===== src/rtl/fifo_to_axi.sv =====
// fifo_to_axi: packet FIFO + metadata FIFO to AXI-Stream master; optional packet counter under FIFO_TO_AXI_PKT_CNT_EN
module fifo_to_axi (
  input  logic         clk,
  input  logic         reset,
  output logic         fifo_rden,
  input  logic         fifo_empty,
  input  logic [288:0] fifo_dout,
  output logic         meta_rden,
  input  logic         meta_empty,
  input  logic [127:0] meta_dout,
  output logic         tvalid,
  input  logic         tready,
  output logic [255:0] tdata,
  output logic [31:0]  tstrb,
  output logic         tlast,
  output logic [127:0] tuser,
  output logic [31:0]  output_pkt_cnt
);
  typedef enum logic [1:0] {IDLE, META, PKT} state_t;
  state_t r_state, w_next;
  logic [288:0] r_b0, r_b1, r_b2;
  logic [1:0] r_occ, w_widx;
  logic r_infl, r_last_read, w_last_seen, w_pop, w_push, w_eop;
  logic [127:0] r_tuser;
  // read strobes, stream handshake and next state; a tlast word coming back this cycle blocks further reads immediately
  always_comb begin
    w_push = r_infl;
    w_pop = tvalid & tready;
    w_eop = w_pop & r_b0[288];
    w_widx = r_occ - {1'b0, w_pop};
    w_last_seen = r_last_read | (r_infl & fifo_dout[288]);
    meta_rden = !reset && r_state == IDLE && !meta_empty;
    tvalid = !reset && r_state == PKT && r_occ != 2'd0;
    fifo_rden = !reset && r_state == PKT && !fifo_empty && !w_last_seen &&
                ({1'b0, r_occ} + {2'b0, r_infl} < 3'd3);
    w_next = r_state == IDLE ? (meta_rden ? META : IDLE) :
             r_state == META ? PKT : (w_eop ? IDLE : PKT);
    tdata = r_b0[255:0];
    tstrb = r_b0[287:256];
    tlast = r_b0[288];
    tuser = r_tuser;
  end
  // state, occupancy, in-flight flag, last-read flag and captured metadata
  always_ff @(posedge clk) begin
    r_state <= reset ? IDLE : w_next;
    r_occ <= reset ? 2'd0 : r_occ + {1'b0, w_push} - {1'b0, w_pop};
    r_infl <= reset ? 1'b0 : fifo_rden;
    r_last_read <= reset ? 1'b0 : w_eop ? 1'b0 : (w_push & fifo_dout[288]) ? 1'b1 : r_last_read;
    r_tuser <= reset ? '0 : r_state == META ? meta_dout : r_tuser;
  end
  // 3-entry shifting skid buffer: pop shifts toward the head, returned word lands after the survivors
  always_ff @(posedge clk) begin
    r_b0 <= (w_push && w_widx == 2'd0) ? fifo_dout : w_pop ? r_b1 : r_b0;
    r_b1 <= (w_push && w_widx == 2'd1) ? fifo_dout : w_pop ? r_b2 : r_b1;
    r_b2 <= (w_push && w_widx == 2'd2) ? fifo_dout : r_b2;
  end
`ifdef FIFO_TO_AXI_PKT_CNT_EN
  logic [31:0] r_cnt;
  // completed-packet counter, wraps naturally
  always_ff @(posedge clk) begin
    r_cnt <= reset ? '0 : r_cnt + {31'b0, w_eop};
  end
  assign output_pkt_cnt = r_cnt;
`else
  assign output_pkt_cnt = '0;
`endif
endmodule


===== config.mk =====
export PLATFORM = sky130hd
export DESIGN_NAME = fifo_to_axi
export DESIGN_NICKNAME = d
export VERILOG_FILES = /design/src/rtl/fifo_to_axi.sv
export SDC_FILE = /design/constraint.sdc
export NUM_CORES = 1
export LEC_CHECK = 0
export BUFFER_PORTS_ARGS = -buffer_cell sky130_fd_sc_hd__buf_2
export CORE_AREA = 2 2 340 342
export DETAILED_ROUTE_END_ITERATION = 8
export DIE_AREA = 0 0 342 344
export HOLD_SLACK_MARGIN = 0.06
export PLACE_DENSITY = 0.61
export SLEW_MARGIN = 10
export SYNTH_ARGS = -nofsm -noshare
export SYNTH_HDL_FRONTEND = slang
export SYNTH_SLANG_ARGS = --single-unit

===== constraint.sdc =====
create_clock -name clk -period 20.5 [get_ports clk]
set_input_delay 1.025 -clock clk [delete_from_list [all_inputs] [get_ports clk]]
set_output_delay 1.025 -clock clk [all_outputs]
set_load 0.005 [all_outputs]

==> out/results.txt <==
TritonCTS clock tree = built
Post-synth ARST share = 0%
Least-Margin Pin Slew = 1.23 ns
worst vdd ir = 0.0000595 V
PD cells = 89.3 nW/um2
first-pass GRT wire length = 139000 um
final period utilization = 25.9%
Synth Area per Inst = 17.7 um2
hold path start = tuser[31]
CTS sink count = 1001
Reg2Reg Depth = 9
Synth Register Bits = 1001
CTS resizes = 0
Arr. time, crit path = 5.60 ns
Final ANT Viol Nets = 0
Max-cap violations = 0
vias in the first global route = 21270
Initial Util = 33.3%
share of cells above drive strength 1 = 51.4%
cell leakage power = 0.0172 uW
status = complete, no violations
Initial DRC Count = 1278
Post-CTS Setup Inserts = 0
final WL = 97500 um
max layer used = met5
clock root buffer = clkbuf_16
IO Count = 874
CP Max Fanout = 70
routability congestion estimate = 0.857
nets@finish = 3430
largest net degree at the start of global routing = 138
reg2reg start = r_state[1]
Vias = 21414
DP HPWL = 65500 um
initial antenna violation count = 23
DRC = 0
Final setup viols = 0
Worst Hold Class = reg2reg
wl on met1 = 37600 um
Die Wd = 342 um
Die Y = 344 um
hold slack final = 0.450 ns
total grt overflow = 0
Ys Warns = 0
vias per inst = 4.64
critical-path cell list = buf_4 -> nor3b_1 -> nand3b_1 -> inv_1 -> ha_1 -> xnor2_2 -> nand3_4 -> nand2_4 -> buf_4 -> buf_4
Synth Flop Type = edfxtp_1
Clk pin slew, worst setup/hold paths = 0.06 ns
Mapped Cells = 2143
worst skew pair latency = 0.68 ns
Port Buffers = 841
Total GRT Usage = 15.7%
Post-synth EDFFs = 867
slowest stage delay, CP = 0.83 ns
hold endpoint = tuser[31]
crit path time final = 5.32 ns
CP most frequent cell = buf_4
Register-to-Register Setup Slack = 15.67 ns
Crit. End Element = flop
Rows = 124
slowest stage cell, crit path = buf_4
count of final max-slew check failures = 0
worst r2r dst = r_b0[36]
Area Growth Syn to Fin = 23.5%
Core Footprint = 114000 um2
fin util = 41.1%
Setup CP Type = in2reg
Final Hold Fails = 0
post-synthesis cell area = 37900 um2
hold buffer count at CTS = 0
data required time of the worst path = 20.78 ns
Die ar. = 118000 um2
Worst setup SP type = input port
DR WL met2 = 48300 um
clock buffer depth = 3
Worst slew margin = 17.9%
WL per Instance = 21.1 um
final setup TNS = 0 ns
post-synthesis sequential area ratio = 75.7%
Layout Skew = 0.0436 ns
RSZ-0062 raised after global routing = no
total CTS buffers = 103
met3 wire length = 7240 um
Detailed Routing Iterations Pass 1 = 4
hold depth = 2
Distinct cells, synth = 28
H-tree levels = 3
fmax = 0.188 GHz
[cells in the final DEF (no fill, tap or decap), types with 2 or more instances in the layout]
master	count
buf_2	840
nand2_4	2
dfxtp_1	134
clkinv_2	21
buf_12	4
nor3_1	4
nor4_1	2
nand3b_1	2
clkinv_4	2
clkbuf_1	28
clkinvlp_4	4
clkinv_8	2
conb_1	32
buf_4	19
mux2_1	9
mux2_2	569
bufinv_16	2
edfxtp_1	867
clkinv_16	3
inv_1	4
nand2_1	259
diode_2	13
a2111oi_0	2
a21oi_1	129
nor2_1	4
ha_1	5
clkbuf_16	105
clkbuf_8	7
clkinv_1	16
[critical path: cells and delay by family]
kind	cells	cell delay (ns)
and+or+nand+nor	4	1.58
xor gates and xnor gates	1	0.31
buffers and inverters	4	2.23
adders and majority gates	1	0.23
[cells by family (layout without fill, tap and decap cells)]
group	Yosys count	after routing	share of synthesized area, %
AOI/OAI and AO/OA	131	131	1.75
xor gates and xnor gates	2	2	0.0660
adders and majority gates	5	5	0.165
buffers and inverters	143	1060	2.27
DFF	1001	1001	75.7
muxes	578	578	17.2
other	1	45	0.00988
and+or+nand+nor	282	282	2.90
[layout make-up]
| cell class | count | area (um2) |
|---|---|---|
| diodes | 13 | 32.5 |
| clock buffers | 140 | 2830 |
| clock inverters | 53 | 415 |
| fillers | 10556 | 67000 |
| inverters | 4 | 15.0 |
| multi-input cells | 1030 | 8530 |
| flip-flops and latches | 1001 | 28700 |
| well taps | 1512 | 1890 |
| repair buffers | 863 | 4430 |
[Yosys cell counts, drive strengths merged (4+ instances only)]
master	count	share of area (%)
buf	102	1.9
dfxtp	134	7.1
ha	5	0.16
nor2	5	0.049
inv	4	0.040
edfxtp	867	69
nand2	261	2.6
a21oi	129	1.7
mux2	578	17
clkbuf	37	0.37
nor3	4	0.053
[stage by stage]
| step | cell area [um2] | power [uW] | instances | setup slack (ns) |
|---|---|---|---|---|
| 2_1_floorplan | 38100 | 2330 | 2174 | 5.65 |
| 3_5_place_dp | 43600 | 2430 | 4410 | 14.44 |
| 5_1_grt | 46800 | 4330 | 4609 | 14.91 |
| 6_report | 46900 | 4180 | 4616 | 15.18 |
| 4_1_cts | 46800 | 4240 | 4603 | 15.17 |
| 3_3_place_gp | 43600 | 2430 | 4410 | 14.50 |
[how the worst max path moves through the flow]
stage | start | endpoint | slack (ns) | cells past startpoint
after floorplan | reset | r_b2[0] | 5.65 | 7
after global placement | reset | r_b0[168] | 14.50 | 10
final | reset | r_b0[36] | 15.18 | 10
after global routing | reset | r_b0[156] | 14.91 | 10
after CTS | reset | r_b0[190] | 15.17 | 10
after detailed placement | reset | r_b0[112] | 14.44 | 10
[per-layer routing]
metal,vias to the layer above,track usage [%]
met1,10605,18.7
li1,9808,-
met5,-,0
met3,205,4.34
met4,24,6.90
met2,772,26.6
[sequential cells by signal (all words and copies together) (netlist names)]
name and count:
tuser 128, r_b1 289, r_state 2, r_b2 289, r_b0 289, r_last_read 1
r_occ 2, r_infl 1
[power breakdown]
part           switching [uW]  leakage [uW]  internal (uW)
registers                12.7       0.00889           2220
logic                    90.2       0.00672           64.0
clock network             800       0.00158            998
total                     903        0.0172           3280
Power figures use the tool's default switching activity.
